## src/rtl/multicycle_control_if.sv

```systemverilog
// rtl/multicycle_control_if.sv - opcode/memory-ready inputs and datapath control outputs of the multi-cycle control unit
interface multicycle_control_if #(
    parameter int ALUOP_W = 3,
    parameter int COUNT_W = 32
);
    logic [5:0]         opcode;
    logic               mem_ready;
    logic               pc_write;
    logic               pc_write_cond;
    logic [1:0]         pc_source;
    logic               iord;
    logic               mem_read;
    logic               mem_write;
    logic               ir_write;
    logic               mem_to_reg;
    logic [1:0]         reg_dst;
    logic               reg_write;
    logic               link_sel;
    logic               alu_src_a;
    logic [1:0]         alu_src_b;
    logic [ALUOP_W-1:0] alu_op;
    logic               imm_zext;
    logic               illegal;
    logic [COUNT_W-1:0] retired;

    modport master (
        input  opcode, mem_ready,
        output pc_write, pc_write_cond, pc_source, iord, mem_read, mem_write,
               ir_write, mem_to_reg, reg_dst, reg_write, link_sel, alu_src_a,
               alu_src_b, alu_op, imm_zext, illegal, retired
    );

    modport slave (
        output opcode, mem_ready,
        input  pc_write, pc_write_cond, pc_source, iord, mem_read, mem_write,
               ir_write, mem_to_reg, reg_dst, reg_write, link_sel, alu_src_a,
               alu_src_b, alu_op, imm_zext, illegal, retired
    );
endinterface

```

## src/rtl/multicycle_control.sv

```systemverilog
// rtl/multicycle_control.sv - multi-cycle MIPS control FSM with memory timeout, illegal trap and retired counter
module multicycle_control #(
    parameter int ALUOP_W     = 3,
    parameter int COUNT_W     = 32,
    parameter int TIMEOUT_W   = 8,
    parameter int MEM_TIMEOUT = 255
) (
    input  logic                 clk,
    input  logic                 rst_n,
    multicycle_control_if.master bus
);
    localparam logic [5:0] OP_R    = 6'b000000;
    localparam logic [5:0] OP_LW   = 6'b100011;
    localparam logic [5:0] OP_SW   = 6'b101011;
    localparam logic [5:0] OP_BEQ  = 6'b000100;
    localparam logic [5:0] OP_J    = 6'b000010;
    localparam logic [5:0] OP_JAL  = 6'b000011;
    localparam logic [5:0] OP_ADDI = 6'b001000;
    localparam logic [5:0] OP_ANDI = 6'b001100;
    localparam logic [5:0] OP_ORI  = 6'b001101;
    localparam logic [5:0] OP_SLTI = 6'b001010;
    localparam logic [5:0] OP_LUI  = 6'b001111;

    // Last wait count still tolerated; a low mem_ready at this count traps.
    localparam logic [TIMEOUT_W-1:0] WAIT_LAST = TIMEOUT_W'(MEM_TIMEOUT - 1);

    typedef enum logic [3:0] {
        S_IDLE, S_FETCH, S_DECODE, S_MEM_ADDR, S_MEM_RD, S_MEM_WB, S_MEM_WR,
        S_R_EXEC, S_R_WB, S_I_EXEC, S_I_WB, S_BRANCH, S_JUMP, S_JAL, S_TRAP
    } state_t;

    state_t               state, state_next;
    logic [5:0]           op_q;
    logic [TIMEOUT_W-1:0] wait_cnt;
    logic [COUNT_W-1:0]   retired_q;
    logic                 mem_wait;
    logic                 timeout_hit;

    function automatic logic [ALUOP_W-1:0] i_alu_op(input logic [5:0] op);
        case (op)
            OP_ANDI: i_alu_op = ALUOP_W'(3'b011);
            OP_ORI:  i_alu_op = ALUOP_W'(3'b100);
            OP_SLTI: i_alu_op = ALUOP_W'(3'b101);
            OP_LUI:  i_alu_op = ALUOP_W'(3'b110);
            default: i_alu_op = ALUOP_W'(3'b000);
        endcase
    endfunction

    assign mem_wait    = (state == S_FETCH) || (state == S_MEM_RD) || (state == S_MEM_WR);
    assign timeout_hit = (MEM_TIMEOUT != 0) && mem_wait && !bus.mem_ready && (wait_cnt == WAIT_LAST);
    assign bus.retired = retired_q;

    always_ff @(posedge clk or negedge rst_n) begin
        if (!rst_n) begin
            state     <= S_IDLE;
            op_q      <= '0;
            wait_cnt  <= '0;
            retired_q <= '0;
        end else begin
            state <= state_next;
            if (state == S_DECODE) op_q <= bus.opcode;
            if (state_next != state)
                wait_cnt <= '0;
            else if (mem_wait && !bus.mem_ready)
                wait_cnt <= wait_cnt + TIMEOUT_W'(1);
            if (state_next == S_FETCH && state != S_FETCH && state != S_IDLE)
                retired_q <= retired_q + COUNT_W'(1);
        end
    end

    always_comb begin
        state_next        = state;
        bus.pc_write      = 1'b0;
        bus.pc_write_cond = 1'b0;
        bus.pc_source     = 2'b00;
        bus.iord          = 1'b0;
        bus.mem_read      = 1'b0;
        bus.mem_write     = 1'b0;
        bus.ir_write      = 1'b0;
        bus.mem_to_reg    = 1'b0;
        bus.reg_dst       = 2'b00;
        bus.reg_write     = 1'b0;
        bus.link_sel      = 1'b0;
        bus.alu_src_a     = 1'b0;
        bus.alu_src_b     = 2'b00;
        bus.alu_op        = '0;
        bus.imm_zext      = 1'b0;
        bus.illegal       = 1'b0;
        case (state)
            S_IDLE: state_next = S_FETCH;
            S_FETCH: begin
                bus.mem_read  = 1'b1;
                bus.alu_src_b = 2'b01;
                // IR load and PC+4 happen in the same cycle the memory delivers.
                bus.ir_write  = bus.mem_ready;
                bus.pc_write  = bus.mem_ready;
                if (bus.mem_ready)  state_next = S_DECODE;
                else if (timeout_hit) state_next = S_TRAP;
            end
            S_DECODE: begin
                bus.alu_src_b = 2'b11;
                case (bus.opcode)
                    OP_R:                               state_next = S_R_EXEC;
                    OP_LW, OP_SW:                       state_next = S_MEM_ADDR;
                    OP_BEQ:                             state_next = S_BRANCH;
                    OP_J:                               state_next = S_JUMP;
                    OP_JAL:                             state_next = S_JAL;
                    OP_ADDI, OP_ANDI, OP_ORI, OP_SLTI,
                    OP_LUI:                             state_next = S_I_EXEC;
                    default:                            state_next = S_TRAP;
                endcase
            end
            S_MEM_ADDR: begin
                bus.alu_src_a = 1'b1;
                bus.alu_src_b = 2'b10;
                state_next    = (op_q == OP_LW) ? S_MEM_RD : S_MEM_WR;
            end
            S_MEM_RD: begin
                bus.mem_read = 1'b1;
                bus.iord     = 1'b1;
                if (bus.mem_ready)    state_next = S_MEM_WB;
                else if (timeout_hit) state_next = S_TRAP;
            end
            S_MEM_WB: begin
                bus.reg_write  = 1'b1;
                bus.mem_to_reg = 1'b1;
                state_next     = S_FETCH;
            end
            S_MEM_WR: begin
                bus.mem_write = 1'b1;
                bus.iord      = 1'b1;
                if (bus.mem_ready)    state_next = S_FETCH;
                else if (timeout_hit) state_next = S_TRAP;
            end
            S_R_EXEC: begin
                bus.alu_src_a = 1'b1;
                bus.alu_op    = ALUOP_W'(3'b010);
                state_next    = S_R_WB;
            end
            S_R_WB: begin
                bus.reg_write = 1'b1;
                bus.reg_dst   = 2'b01;
                state_next    = S_FETCH;
            end
            S_I_EXEC: begin
                bus.alu_src_a = 1'b1;
                bus.alu_src_b = 2'b10;
                bus.alu_op    = i_alu_op(op_q);
                bus.imm_zext  = (op_q == OP_ANDI) || (op_q == OP_ORI);
                state_next    = S_I_WB;
            end
            S_I_WB: begin
                bus.reg_write = 1'b1;
                bus.alu_op    = i_alu_op(op_q);
                bus.imm_zext  = (op_q == OP_ANDI) || (op_q == OP_ORI);
                state_next    = S_FETCH;
            end
            S_BRANCH: begin
                bus.alu_src_a     = 1'b1;
                bus.alu_op        = ALUOP_W'(3'b001);
                bus.pc_write_cond = 1'b1;
                bus.pc_source     = 2'b01;
                state_next        = S_FETCH;
            end
            S_JUMP: begin
                bus.pc_write  = 1'b1;
                bus.pc_source = 2'b10;
                state_next    = S_FETCH;
            end
            S_JAL: begin
                bus.pc_write  = 1'b1;
                bus.pc_source = 2'b10;
                bus.reg_write = 1'b1;
                bus.reg_dst   = 2'b10;
                bus.link_sel  = 1'b1;
                state_next    = S_FETCH;
            end
            S_TRAP:  bus.illegal = 1'b1;
            default: state_next = S_IDLE;
        endcase
    end
endmodule

```

## src/flat_wrapper.sv

```systemverilog
// flat-port wrapper written by rule: the top's interface ports become plain ports
module multicycle_control_flat 
#(
    parameter int ALUOP_W     = 3,
    parameter int COUNT_W     = 32,
    parameter int TIMEOUT_W   = 8,
    parameter int MEM_TIMEOUT = 255
)
  (clk, rst_n, bus_opcode, bus_mem_ready, bus_pc_write, bus_pc_write_cond, bus_pc_source, bus_iord, bus_mem_read, bus_mem_write, bus_ir_write, bus_mem_to_reg, bus_reg_dst, bus_reg_write, bus_link_sel, bus_alu_src_a, bus_alu_src_b, bus_alu_op, bus_imm_zext, bus_illegal, bus_retired);
  multicycle_control_if #(.ALUOP_W(ALUOP_W), .COUNT_W(COUNT_W)) bus_i ();
  input  logic clk;
  input  logic rst_n;
  input wire logic [$bits(bus_i.opcode)-1:0] bus_opcode;
  input wire logic [$bits(bus_i.mem_ready)-1:0] bus_mem_ready;
  output wire logic [$bits(bus_i.pc_write)-1:0] bus_pc_write;
  output wire logic [$bits(bus_i.pc_write_cond)-1:0] bus_pc_write_cond;
  output wire logic [$bits(bus_i.pc_source)-1:0] bus_pc_source;
  output wire logic [$bits(bus_i.iord)-1:0] bus_iord;
  output wire logic [$bits(bus_i.mem_read)-1:0] bus_mem_read;
  output wire logic [$bits(bus_i.mem_write)-1:0] bus_mem_write;
  output wire logic [$bits(bus_i.ir_write)-1:0] bus_ir_write;
  output wire logic [$bits(bus_i.mem_to_reg)-1:0] bus_mem_to_reg;
  output wire logic [$bits(bus_i.reg_dst)-1:0] bus_reg_dst;
  output wire logic [$bits(bus_i.reg_write)-1:0] bus_reg_write;
  output wire logic [$bits(bus_i.link_sel)-1:0] bus_link_sel;
  output wire logic [$bits(bus_i.alu_src_a)-1:0] bus_alu_src_a;
  output wire logic [$bits(bus_i.alu_src_b)-1:0] bus_alu_src_b;
  output wire logic [$bits(bus_i.alu_op)-1:0] bus_alu_op;
  output wire logic [$bits(bus_i.imm_zext)-1:0] bus_imm_zext;
  output wire logic [$bits(bus_i.illegal)-1:0] bus_illegal;
  output wire logic [$bits(bus_i.retired)-1:0] bus_retired;
  assign bus_i.opcode = bus_opcode;
  assign bus_i.mem_ready = bus_mem_ready;
  assign bus_pc_write = bus_i.pc_write;
  assign bus_pc_write_cond = bus_i.pc_write_cond;
  assign bus_pc_source = bus_i.pc_source;
  assign bus_iord = bus_i.iord;
  assign bus_mem_read = bus_i.mem_read;
  assign bus_mem_write = bus_i.mem_write;
  assign bus_ir_write = bus_i.ir_write;
  assign bus_mem_to_reg = bus_i.mem_to_reg;
  assign bus_reg_dst = bus_i.reg_dst;
  assign bus_reg_write = bus_i.reg_write;
  assign bus_link_sel = bus_i.link_sel;
  assign bus_alu_src_a = bus_i.alu_src_a;
  assign bus_alu_src_b = bus_i.alu_src_b;
  assign bus_alu_op = bus_i.alu_op;
  assign bus_imm_zext = bus_i.imm_zext;
  assign bus_illegal = bus_i.illegal;
  assign bus_retired = bus_i.retired;
  multicycle_control #(.ALUOP_W(ALUOP_W), .COUNT_W(COUNT_W), .TIMEOUT_W(TIMEOUT_W), .MEM_TIMEOUT(MEM_TIMEOUT)) u_core (.clk(clk), .rst_n(rst_n), .bus(bus_i));
endmodule
```

## config.mk

```make
export PLATFORM = sky130hd
export DESIGN_NAME = multicycle_control_flat
export DESIGN_NICKNAME = d
export VERILOG_FILES = /design/src/rtl/multicycle_control_if.sv /design/src/rtl/multicycle_control.sv /design/src/flat_wrapper.sv
export SDC_FILE = /design/constraint.sdc
export NUM_CORES = 1
export LEC_CHECK = 0
export ABC_AREA = 1
export CAP_MARGIN = 20
export CORE_UTILIZATION = 55
export CTS_BUF_LIST = sky130_fd_sc_hd__clkbuf_8
export DETAILED_ROUTE_END_ITERATION = 7
export MAX_ROUTING_LAYER = met4
export PLACE_DENSITY_LB_ADDON = 0.25
export SKIP_LAST_GASP = 1
export SYNTH_ARGS = -nofsm -noshare
export SYNTH_HDL_FRONTEND = slang
export SYNTH_SLANG_ARGS = --single-unit
```

## constraint.sdc

```tcl
create_clock -name clk -period 2.92 [get_ports clk]
set_input_delay 0.876 -clock clk [delete_from_list [all_inputs] [get_ports clk]]
set_output_delay 0.876 -clock clk [all_outputs]
set_load 0.01 [all_outputs]
```

==> metrics, run 1 <==
starting DRC count in detailed routing 330; Setup-failing EPs final 0; R2R depth 13; cts-stage hold buffer count 0; largest net degree at the start of global routing 33; Antenna Nets Post-Route 0; RePlAce Congestion 1.02; Worst-path clk slew 0.10 ns; CP endpoint kind output pin; post-synth net total 504; initial antenna violation count 0; RSZ-0062 raised after global routing no; post-route setup slack 0.109 ns; Cell Rows 28; Min-Delay Endpoint u_core.bus.retired[29]; met3 wire len 569 um; WHS Path Cells 2; WL met1 4100 um; IO Count 62; Post-Place Worst Slack -0.0435 ns; hold wc startpoint u_core.bus.retired[29]; drt pass-1 iters 5; CP arrival 1.94 ns; DRC Markers 0; Seq/Total Area, Yosys 0.366; Clock Tree Buf Depth 2; Die Height 80.8 um; CTS buffer count 5; met2 wire len 4020 um; Cells after DPL 622; Die ar. 6530 um2; worst rel slew slack 0.560; maximum net fanout on the critical path 10; Min-Delay Path Class flop to flop; DP Wirelength 6650 um; Via density 5.47; CTS tree yes; leak pwr 2.10 nW; power share of the sequential group 0.304; uppermost layer routed met4; number of global-route vias before repair approximately 3100; DR vias 3460; WS Path Type flop to output pin; Comb power frac 0.531; overall die width roughly 80 um; Synth Warn # 0; final antenna diode count 0; Placed Area 4110 um2; outcome finished, final reports clean; Finished Cell Area approximately 4300 um2; Peak Freq around 360 MHz; WL final 8800 um; R2R Path Start u_core.state[3]; unique cell type count in the Yosys netlist 29; fin crit share 0.963; Max-Cap Viols 0; internal power 0.00164 W; data required time of the critical path 2.04 ns; reg2reg end u_core.bus.retired[13]; Gate Count Post-Synth 492; root buffer cell clkbuf_8; most common flop cell mapped by yosys dfrtp_1; fillers between 500 and 600; Clock Power Share 0.165; grt ovf 0; CTS sink cnt 50; Layout area overhead 24.7%; R2R Setup Slk 0.55 ns; Worst Skew approximately 0.011 ns; Avg Inst Size Synth 6.95 um2; layout cells sized above 1 0.0808; Sw Ratio 0.464; Tmin final 2.81 ns; Worst VDD drop around 0.0006 V; CP startpoint kind flop; Mapped Area 3420 um2; initial core utilization 0.574; Finished Layout Cells 632; clk_lat worst skew about 0.31 ns; Buffers on Ports 61; final core utilization 0.715; GR Util All Layers 0.292; H-tree levels 2; Slew Viols, Final 0; routed len/inst 13.9 um; area of the core 5960 um2; net switching power roughly 0.0014 W; Async SR Flop Fraction 1.00; Final Hold Fails 0; FF+latch count, synth 50; Final nets 568; EDFF count, synth 0; first-pass GRT wire length 14500 um; worst-margin pin slew 0.661 ns; pwr dens 717 nW/um2
placed cells by master, fill, tap and decap left out, types with 6 or more instances in the layout:
| cell | netlist | final |
|---|---|---|
| nand4_1 | 19 | 19 |
| nand3_1 | 57 | 57 |
| nor3_1 | 19 | 19 |
| inv_2 | 6 | 6 |
| o21ai_0 | 15 | 15 |
| xnor2_1 | 15 | 15 |
| clkdlybuf4s50_1 | 0 | 54 |
| inv_1 | 33 | 33 |
| buf_4 | 7 | 8 |
| xor2_1 | 22 | 22 |
| dfrtp_1 | 50 | 47 |
| nand2_1 | 152 | 151 |
| nor2_1 | 63 | 61 |
metrics by stage:
stage                     power (W)  hold WS, ns  setup TNS (ns)
after CTS                   0.00303        0.547               0
after floorplan             0.00200        0.476               0
final                       0.00305        0.542               0
after detailed placement    0.00252        0.506          -0.665
after global placement      0.00247        0.485         -0.0156
after global routing        0.00326        0.587               0
cell usage after synthesis (3+ instances only):
master,number,area share
nand2_1,152,0.17
nor2_1,63,0.069
nand3_1,57,0.083
dfrtp_1,50,0.37
inv_1,33,0.036
xor2_1,22,0.056
nand4_1,19,0.035
nor3_1,19,0.028
o21ai_0,15,0.022
xnor2_1,15,0.038
buf_4,7,0.015
inv_2,6,0.0066
nand2_2,4,0.0073
a21oi_1,3,0.0044
buf_2,3,0.0044
buf_6,3,0.0099
ha_1,3,0.011
nand3_2,3,0.0088
nor4_1,3,0.0055
repair_timing:
| action | 4_1_cts | 5_1_grt |
|---|---|---|
| pin swaps | 0 | 0 |
| setup buffers | 0 | 2 |
| hold endpoints to repair | 0 | 0 |
| resized for setup | 6 | 6 |
| endpoints found under the setup margin | 5 | 8 |
power by group through the flow:
stage / sequential, W / combinational, W / clock (W)
floorplan: 0.000885 / 0.00112 / 0
global placement: 0.000932 / 0.00154 / 0
detailed placement: 0.000939 / 0.00158 / 0
CTS: 0.000931 / 0.00159 / 0.000506
global route: 0.000942 / 0.00178 / 0.000532
finish: 0.000928 / 0.00162 / 0.000505
how the worst max path moves through the flow:
stage	cells after the start	from	end	slack [ns]
floorplan	6	u_core.op_q[5]	bus_alu_op[1]	0.76
global placement	4	bus_mem_ready	bus_pc_write	-0.02
detailed placement	12	bus_opcode[1]	u_core.bus.retired[1]	-0.04
CTS	5	u_core.state[1]	bus_alu_op[0]	0.004
global route	13	bus_opcode[4]	u_core.bus.retired[28]	0.01
finish	6	u_core.state[1]	bus_alu_src_a	0.11
critical path, stage by stage (launching register included):
cell and delay, ns:
dfrtp_2 0.50, inv_2 0.13, nand2_2 0.11, nor2_2 0.18
nor2_1 0.09, nand3_1 0.07, clkdlybuf4s50_1 0.54
registers in the layout, summed over array words and instances, names as in the netlist:
signal / cells
u_core.bus.retired: 32
u_core.wait_cnt: 8
u_core.op_q: 6
u_core.state: 4
per-layer routing:
| metal | global-route usage | vias up |
|---|---|---|
| met2 | 0.456 | 129 |
| met5 | - | - |
| met4 | 0.0661 | 0 |
| met1 | 0.388 | 1597 |
| li1 | - | 1719 |
| met3 | 0.0596 | 15 |
logic make-up after synthesis:
group / Yosys count / synth area share
buf+inv: 54 / 0.0747
compound gates: 21 / 0.0322
fa+ha+maj: 3 / 0.0110
flops: 50 / 0.366
simple gates: 327 / 0.421
xor+xnor: 37 / 0.0948
area by class of cell:
type	instances	area, um2	area share
repair buffers	72	733	0.172
clock inverters	3	45.0	0.0106
flip-flops and latches	50	1250	0.295
well taps	75	93.8	0.0220
inverters	39	146	0.0344
clock buffers	5	68.8	0.0162
multi-input cells	388	1920	0.450
No activity file was read; power rests on OpenSTA's default activity.
==> run 2, diff against run 1 <==
--- a/config.mk
+++ b/config.mk
@@ -5,7 +5,6 @@
 export SDC_FILE = /design/constraint.sdc
 export NUM_CORES = 1
 export LEC_CHECK = 0
-export ABC_AREA = 1
 export CAP_MARGIN = 20
 export CORE_UTILIZATION = 55
 export CTS_BUF_LIST = sky130_fd_sc_hd__clkbuf_8
==> constraint.sdc (replaced) <==
create_clock -name clk -period 3.65 [get_ports clk]
set_input_delay 1.095 -clock clk [delete_from_list [all_inputs] [get_ports clk]]
set_output_delay 1.095 -clock clk [all_outputs]
set_load 0.01 [all_outputs]
==> run 2 against run 1 <==
  * Sequential share of layout area increased by 1.4 points
  * Count of clock-buffer cells in the layout unchanged
  * Critical path depth decreased by 1
  * Design area decreased by 4.7%
  * Worst setup slack got worse by 0.038 ns
  * Critical path type is now primary input to output pin
  * Critical endpoint is now bus_pc_write
==> metrics, run 2 <==
maximum net fanout on the critical path 2; starting DRC count in detailed routing 185; max FFs per register 32; Post-CTS Setup Bufs 0; CP arrival approximately 2.5 ns; Cell Rows 27; Slew Viols, Final 0; Clock Tree Buf Depth 2; Worst Skew around 0.011 ns; DRC Markers 0; H-tree levels 2; Setup-failing EPs final 0; Seq/Total Area, Yosys 0.390; Synth top cells by count dfrtp_1, xnor2_1, nand4_1; post-synth net total approximately 360; routed len/inst 15.3 um; Antenna Nets Post-Route 0; fin crit share 0.981; first-pass GRT wire length 12400 um; largest net degree at the start of global routing 34; WL final between 7000 and 8000 um; leak pwr about 1.6 nW; DR vias 2917; final core utilization 0.728; Async SR Flop Fraction 1.00; most common cell after layout, fill and taps aside clkdlybuf4s50_1; Placed Area just under 4000 um2; WS Path Type primary input to output pin; Max-Cap Viols 0; GR Util All Layers 0.261; DP Wirelength around 5400 um; CTS sink cnt 50; drt pass-1 iters 5; initial core utilization 0.576; Die ar. 6150 um2; pwr dens 606 nW/um2; CTS buffer count 5; Via density 5.99; slowest CP cell clkdlybuf4s50_1; initial antenna violation count 0; Peak Freq about 280 MHz; Mapped Area 3210 um2; number of global-route vias before repair 2710; CP startpoint kind primary input; final antenna diode count 0; Buffers on Ports 61; root buffer cell clkbuf_8; Gate Count Post-Synth around 350; fillers ~430; layout cells sized above 1 0.0988; cell taking the most area after synthesis dfrtp_1; area of the core roughly 5600 um2; IO Count 62; cts-stage hold buffer count 0; Tmin final 3.58 ns; CP endpoint kind output pin; Synth Warn # 0; cell mode on critical path clkdlybuf4s50_1; Worst-path clk slew about 0.090 ns; clk_lat worst skew 0.31 ns; total power 0.00246 W; most common flop cell mapped by yosys dfrtp_1; Synth area leaders dfrtp_1, xnor2_1, nand4_1; Finished Layout Cells between 400 and 500; Die Height between 70 and 80 um; unique cell type count in the Yosys netlist 55; Final nets 426; grt ovf 0; most frequent cells in the layout clkdlybuf4s50_1, dfrtp_1, xnor2_1; delay-heaviest family, CP buffers and inverters; Worst VDD drop a little over 0.0004 V; RePlAce Congestion a little under 0.9; worst path cell trace clkdlybuf4s50_1 > inv_1 > nor3_1 > or2_2 > clkdlybuf4s50_1; CTS tree yes; outcome finished, final reports clean; top-count cell post-synth dfrtp_1; setup_tns 0 ns; worst-margin pin slew 0.663 ns; Crit path buffers/inverters 3; EDFF count, synth 0; Layout area overhead 26.4%; worst stage delay on the critical path 0.52 ns; overall die width 78.4 um; Final Hold Fails 0; Min-Delay Path Class flop to flop; data required time of the critical path 2.55 ns; Avg Inst Size Synth 9.12 um2; RSZ-0062 raised after global routing no; Resized cells post-CTS 0; area share of the largest cell type after synthesis 0.390; FF+latch count, synth 50; Cells after DPL 479; Finished Cell Area 4060 um2; worst rel slew slack 0.554
-- run 2: worst paths after layout --
check                                       startpoint  depth (start not counted)  slack (ns)                     end
worst max-delay path                     bus_mem_ready                          5        0.07            bus_pc_write
worst min-delay path            u_core.bus.retired[31]                          1        0.49  u_core.bus.retired[31]
worst max register to register         u_core.state[0]                          9        1.11   u_core.bus.retired[2]
worst min register to register  u_core.bus.retired[31]                          1        0.49  u_core.bus.retired[31]
max in group asynchronous                        rst_n                          2        2.18          u_core.op_q[0]
min in group asynchronous                        rst_n                          1        0.70  u_core.bus.retired[24]
-- run 2: final cells by class --
cell class	count	area, um2	area share
inverter	4	15.0	0.00370
clock inverter	3	45.0	0.0111
tap	72	90.1	0.0222
clock buffer	5	68.8	0.0170
sequential	50	1250	0.308
multi-input combinational	275	1840	0.454
timing repair buffer	78	746	0.184
-- run 2: cell families after synthesis --
kind of cell    count (synthesis)  synth area share
compound gates                 51             0.116
mux                            10            0.0343
flops                          50             0.390
simple gates                  171             0.303
fa+ha+maj                       3            0.0117
buf+inv                        27            0.0366
xor+xnor                       40             0.109
-- run 2: through the flow --
stage | setup WS [ns] | hold WS, ns
2_1_floorplan | 0.707 | 0.505
3_3_place_gp | 0.100 | 0.463
3_5_place_dp | 0.0541 | 0.487
4_1_cts | 0.0492 | 0.507
5_1_grt | 0.0188 | 0.509
6_report | 0.0702 | 0.495
-- run 2: per-layer routing --
metal / wire length [um] / share of wire / global-route usage
met1: 3250 / 0.44 / 0.333
met2: 3700 / 0.50 / 0.423
met3: 418 / 0.056 / 0.0465
met4: 64 / 0.0086 / 0.0852
met5: 0 / 0 / -
-- run 2: worst reg2reg max path, delay by kind of cell, from the launching register on --
kind	cells	cell delay (ns)
buffers and inverters	3	0.68
AND/OR/NAND/NOR	4	0.64
AO/OA/AOI/OAI	1	0.53
flip-flops	1	0.48
XOR/XNOR	1	0.14
-- run 2: power by group --
group,switching (W),internal (W)
logic,0.000745,0.000567
registers,0.000122,0.000634
clock network,0.000190,0.000204
